### src/rtl/mult_pkg.sv
// Shared types and constants for the HI/LO multiply controller.
package mult_pkg;

  typedef enum logic [1:0] {
    IDLE  = 2'd0,
    START = 2'd1,
    WAIT  = 2'd2,
    WRITE = 2'd3
  } state_t;

  localparam int TIMEOUT_DEFAULT = 40;
  localparam int HALF_W          = 16;
  localparam int FULL_W          = 2 * HALF_W;

endpackage

### src/rtl/mult_sign_adj.sv
// Sign/magnitude adjustment around an unsigned multiplier (built only with MULT_SIGNED_EN).
module mult_sign_adj
  import mult_pkg::*;
(
  input  logic [HALF_W-1:0] opa,
  input  logic [HALF_W-1:0] opb,
  input  logic              signed_op,
  input  logic              neg_q,
  input  logic [FULL_W-1:0] prod_in,
  output logic [HALF_W-1:0] mag_a,
  output logic [HALF_W-1:0] mag_b,
  output logic              neg_d,
  output logic [FULL_W-1:0] prod_out
);

  // -0x8000 wraps back to 0x8000, which is the correct unsigned magnitude.
  assign mag_a    = (signed_op && opa[HALF_W-1]) ? -opa : opa;
  assign mag_b    = (signed_op && opb[HALF_W-1]) ? -opb : opb;
  assign neg_d    = signed_op && (opa[HALF_W-1] ^ opb[HALF_W-1]);
  assign prod_out = neg_q ? -prod_in : prod_in;

endmodule

### src/rtl/mult_hilo_ctrl.sv
// Multiply controller: sequences an external multiplier and owns the HI/LO result pair.
// Define MULT_SIGNED_EN to add signed multiplies through mult_sign_adj.
module mult_hilo_ctrl
  import mult_pkg::*;
#(
  parameter int TIMEOUT = TIMEOUT_DEFAULT
) (
  input  logic              Clk,
  input  logic              Rst_n,
  input  logic              In_Valid,
  output logic              In_Ready,
  input  logic [HALF_W-1:0] OpA,
  input  logic [HALF_W-1:0] OpB,
  input  logic              Signed_Op,
  input  logic              Wr_Hi,
  input  logic              Wr_Lo,
  input  logic [HALF_W-1:0] Wr_Data,
  output logic              Mul_St,
  output logic [HALF_W-1:0] Mul_A,
  output logic [HALF_W-1:0] Mul_B,
  input  logic              Mul_Idle,
  input  logic              Mul_Done,
  input  logic [FULL_W-1:0] Mul_Produto,
  output logic [HALF_W-1:0] Hi,
  output logic [HALF_W-1:0] Lo,
  output logic              Busy,
  output logic              Res_Valid,
  output logic              Err
);

  localparam int              CNT_W    = $clog2(TIMEOUT + 1);
  localparam logic [CNT_W-1:0] CNT_LAST = CNT_W'(TIMEOUT - 1);

  state_t            state_q, state_d;
  logic [CNT_W-1:0]  cnt_q;
  logic [HALF_W-1:0] hi_q, lo_q, mul_a_q, mul_b_q;
  logic [HALF_W-1:0] mag_a, mag_b;
  logic [FULL_W-1:0] prod_adj;
  logic              err_q, busy, accept, capture, timeout;

`ifdef MULT_SIGNED_EN
  logic neg_d, neg_q;

  mult_sign_adj u_sign_adj (
    .opa      (OpA),
    .opb      (OpB),
    .signed_op(Signed_Op),
    .neg_q    (neg_q),
    .prod_in  (Mul_Produto),
    .mag_a    (mag_a),
    .mag_b    (mag_b),
    .neg_d    (neg_d),
    .prod_out (prod_adj)
  );

  always_ff @(posedge Clk or negedge Rst_n) begin
    if (!Rst_n) begin
      neg_q <= 1'b0;
    end else if (accept) begin
      neg_q <= neg_d;
    end
  end
`else
  logic unused_signed_op;

  assign unused_signed_op = Signed_Op;
  assign mag_a            = OpA;
  assign mag_b            = OpB;
  assign prod_adj         = Mul_Produto;
`endif

  always_ff @(posedge Clk or negedge Rst_n) begin
    if (!Rst_n) begin
      state_q <= IDLE;
    end else begin
      state_q <= state_d;
    end
  end

  // Mul_Done is only honoured in WAIT; a completion wins over a same-cycle timeout.
  always_comb begin
    state_d = state_q;
    accept  = 1'b0;
    capture = 1'b0;
    timeout = 1'b0;
    case (state_q)
      IDLE: begin
        if (In_Valid) begin
          accept  = 1'b1;
          state_d = START;
        end
      end
      START: begin
        if (cnt_q == CNT_LAST) begin
          timeout = 1'b1;
          state_d = IDLE;
        end else if (!Mul_Idle) begin
          state_d = WAIT;
        end
      end
      WAIT: begin
        if (Mul_Done) begin
          capture = 1'b1;
          state_d = WRITE;
        end else if (cnt_q == CNT_LAST) begin
          timeout = 1'b1;
          state_d = IDLE;
        end
      end
      WRITE: begin
        state_d = IDLE;
      end
      default: begin
        state_d = IDLE;
      end
    endcase
  end

  // HI/LO are loaded on WRITE entry so the result is visible alongside Res_Valid.
  always_ff @(posedge Clk or negedge Rst_n) begin
    if (!Rst_n) begin
      cnt_q   <= '0;
      mul_a_q <= '0;
      mul_b_q <= '0;
      hi_q    <= '0;
      lo_q    <= '0;
      err_q   <= 1'b0;
    end else begin
      err_q <= timeout | (busy & (Wr_Hi | Wr_Lo));
      if (accept) begin
        mul_a_q <= mag_a;
        mul_b_q <= mag_b;
        cnt_q   <= '0;
      end else if (state_q == START || state_q == WAIT) begin
        cnt_q <= cnt_q + CNT_W'(1);
      end
      if (capture) begin
        hi_q <= prod_adj[FULL_W-1:HALF_W];
        lo_q <= prod_adj[HALF_W-1:0];
      end else if (!busy) begin
        if (Wr_Hi) hi_q <= Wr_Data;
        if (Wr_Lo) lo_q <= Wr_Data;
      end
    end
  end

  assign busy      = (state_q != IDLE);
  assign Busy      = busy;
  assign In_Ready  = ~busy;
  assign Mul_St    = (state_q == START);
  assign Res_Valid = (state_q == WRITE);
  assign Err       = err_q;
  assign Mul_A     = mul_a_q;
  assign Mul_B     = mul_b_q;
  assign Hi        = hi_q;
  assign Lo        = lo_q;

endmodule

### config.mk
export PLATFORM = sky130hd
export DESIGN_NAME = mult_hilo_ctrl
export DESIGN_NICKNAME = d
export VERILOG_FILES = /design/src/rtl/mult_pkg.sv /design/src/rtl/mult_sign_adj.sv /design/src/rtl/mult_hilo_ctrl.sv
export SDC_FILE = /design/constraint.sdc
export NUM_CORES = 1
export LEC_CHECK = 0
export ABC_AREA = 1
export CORE_ASPECT_RATIO = 0.5
export CORE_MARGIN = 10
export CORE_UTILIZATION = 36
export CTS_CLUSTER_DIAMETER = 50
export DETAILED_ROUTE_END_ITERATION = 8
export PLACE_DENSITY = 0.76
export SLEW_MARGIN = 20
export SYNTH_ARGS = -nofsm -noshare
export SYNTH_HDL_FRONTEND = slang
export SYNTH_SLANG_ARGS = --single-unit
### constraint.sdc
create_clock -name Clk -period 1.3 [get_ports Clk]
set_input_delay 0.26 -clock Clk [delete_from_list [all_inputs] [get_ports Clk]]
set_output_delay 0.26 -clock Clk [all_outputs]
set_load 0.02 [all_outputs]
==> impl_metrics.py <==
metrics = {
    "run_status": {
        "status": "finished with violations",
        "failed_checks": "negative setup slack",
    },
    "sta": {
        "setup_violations": 75,
        "hold_viol": 0,
        "min_period_over_period": 1.16,
        "finalCriticalPeriod_ns": 1.50,
        "max-slew-margin-rel": 0.824,
        "skew_ns": 0.00497,
        "drv_slew": 0,
        "setup_ws_ns": -0.204,
        "tightest_slew_ns": 0.263,
        "fmax_mhz": 665,
        "rsz0062_at_grt": "true",
    },
    "setup_path": {
        "crit_chain": "inv_2 > ha_4 > buf_8 > nand2_8 > inv_8 > buf_12 > clkbuf_16 > nand2_1 > nand2_1",
        "end_kind": "register",
        "critPathRequiredTime_ns": 1.52,
        "cpMostUsedCell": "nand2_1",
        "critical_path_buf_inv_count": 5,
        "crit_family": "buffers and inverters",
        "worstPathMaxFanout": 7,
        "path_class": "register to register",
        "arrival_ns": 1.73,
        "critPathMaxStageDelay_ns": 0.41,
        "cp_slowest_cell": "dfrtp_1",
        "cp-start-kind": "register",
    },
    "route": {
        "met1_length_um": 4750,
        "drtIter0Drc": 136,
        "route.antenna.remaining_nets": 0,
        "top_layer": "met4",
        "drtPass1Iterations": 4,
        "wl_per_cell_um": 17.7,
        "drt_wl_total_um": 12000,
        "route.detailed.drc": 0,
        "wl_met3_um": 660,
        "route.met2.wl_um": 6210,
        "vias": 3254,
        "via_per_inst": 4.80,
    },
    "pwr": {
        "p_seq_frac": 0.289,
        "internal_power_mw": 8.28,
        "pwr-share-comb": 0.536,
        "p_switching_mw": 5.83,
        "ir_drop_v": 0.00106,
        "p_leak_nw": 2.79,
        "switching_share": 0.413,
        "powerDensity_mw_per_mm2": 2360,
        "p_total_mw": 14.1,
        "pwr-share-clk": 0.175,
    },
    "logic_synthesis": {
        "yosysWarnings": 0,
        "netlist_instances": 362,
        "synth.net_count": 455,
        "yosysSeqAreaShare": 0.584,
        "synth_area_per_cell_um2": 8.64,
        "syn_area_mm2": 0.00313,
        "yosysUniqueCellTypes": 17,
        "ys_ff_latch": 73,
    },
    "layout": {
        "final_common_cell": "nand2_1",
        "multi_input_area_mm2": 0.00156,
        "seq_area_mm2": 0.00183,
        "layout_common_cells": "nand2_1 (129), clkdlybuf4s50_1 (85), dfrtp_1 (73), clkbuf_2 (44), nand2_2 (28)",
        "nFillCells": 596,
        "drive_above_1_share": 0.364,
        "nets": 654,
        "area_growth_pct": 91.1,
        "antenna_cells": 0,
    },
    "global_route": {
        "grt_first_pass_wirelength_um": 18000,
        "grt_pass1_vias": 3361,
        "grt_max_degree": 22,
        "antenna_found_initial": 0,
        "track_usage": 0.172,
        "overflow": 0,
    },
    "clock_tree": {
        "cts_sinks": 73,
        "h-tree-depth": 3,
        "clock_latency_ns": 0.34,
        "cts_tree": "built",
        "numCtsBuffers": 9,
        "cts-root-buf": "clkbuf_16",
        "clkTransAtPathRegs_ns": 0.06,
        "cts_buffer_depth": 2,
    },
    "placement": {
        "place_ws_ns": -0.264,
        "place_congestion": 0.778,
        "hpwl_um": 8080,
        "io_buffers": 155,
    },
    "die": {
        "io_pins": 157,
        "fp.dieW_um": 152,
        "start_util": 0.380,
        "core_mm2": 0.00823,
        "num_rows": 23,
        "fp.dieH_um": 85.9,
        "die_area_mm2": 0.0130,
    },
    "run": {
        "cap_violations": 0,
    },
    "hold_path": {
        "hp-class": "input port to async pin",
    },
}
-- registers in the layout (all words and copies together), names as in the netlist --
signal / cells
Lo: 16
Err: 1
Mul_A: 16
Mul_B: 16
state_q: 2
Hi: 16
cnt_q: 6
-- path summary, 6_finish.rpt --
| check | to | cells past startpoint | from | slack [ns] |
|---|---|---|---|---|
| max | Mul_A[12] | 9 | state_q[0] | -0.20 |
| max reg2reg | Mul_A[12] | 9 | state_q[0] | -0.20 |
| min reg2reg | Mul_A[13] | 2 | Mul_A[13] | 0.48 |
| min in group Clk | Mul_A[9] | 3 | OpA[9] | 0.45 |
| max in group asynchronous | Mul_B[12] | 3 | Rst_n | 0.55 |
| min | Mul_B[9] | 2 | Rst_n | 0.33 |
-- cell type report --
| type | count | share of cell area |
|---|---|---|
| Timing Repair Buffer | 205 | 0.347 |
| Sequential cell | 73 | 0.305 |
| Inverter | 14 | 0.0134 |
| Clock buffer | 10 | 0.0400 |
| Multi-Input combinational cell | 258 | 0.261 |
| Clock inverter | 6 | 0.00962 |
| Tap cell | 112 | 0.0234 |
-- worst reg2reg max path, cell delays in order (launching register included) --
cell and delay, ns:
dfrtp_1 0.41, inv_2 0.09, ha_4 0.18, buf_8 0.14, nand2_8 0.11, inv_8 0.06, buf_12 0.13, clkbuf_16 0.15
nand2_1 0.07, nand2_1 0.06
-- per-stage QoR --
stage	hold slack (ns)	TNS [ns]	instances	utilization	instance area, um2
detailed placement	0.134	-11.65	642	0.614	5050
CTS	0.324	-7.67	672	0.700	5760
floorplan	-0.0356	-0.881	362	-	3170
global placement	0.135	-9.12	642	0.614	5050
global route	0.341	-12.84	678	0.727	5980
finish	0.325	-8.01	678	0.727	5980
-- repair_timing --
action                                 in CTS  in global routing
cloned                                      8                  4
pin swaps                                   9                 16
endpoints found under the hold margin      10                  0
hold buffers                                1                  0
setup endpoints to repair                 141                122
buffers inserted                            5                  7
resized for setup                         209                154
-- per-layer routing --
layer	up-vias	GRT usage
met5	-	0
met1	1550	0.188
met2	109	0.303
met3	28	0.0608
li1	1567	-
met4	0	0.0678
-- power groups by stage --
stage / clock network, mW / logic (mW) / registers, mW
CTS: 2.51 / 7.13 / 3.97
global route: 2.61 / 8.14 / 4.23
floorplan: 0 / 2.14 / 5.12
global placement: 0 / 6.67 / 3.93
detailed placement: 0 / 6.80 / 3.97
finish: 2.46 / 7.57 / 4.08
-- cell usage after synthesis --
library cell  count  share of area
a21oi_1           5         0.0080
nand3_1           3         0.0048
dfrtp_1          73           0.58
o21ai_0          10          0.016
nor2_1           26          0.031
inv_2             3         0.0036
buf_6             2         0.0072
a31oi_1          18          0.036
nand2_1         173           0.21
inv_1            11          0.013
buf_4             5          0.012
nand2_2           3         0.0060
clkbuf_1          2         0.0024
o211ai_1         14          0.034
or2_0             1         0.0020
ha_1              5          0.020
buf_2             8          0.013
-- kinds of logic after synthesis --
group | after synthesis | synth area share
AO/OA/AOI/OAI | 47 | 0.0936
adder cells (fa/ha/maj) | 5 | 0.0200
buffers and inverters | 31 | 0.0512
flip-flops | 73 | 0.584
AND/OR/NAND/NOR | 206 | 0.251
Note: power is estimated with default switching activity, not from simulation.
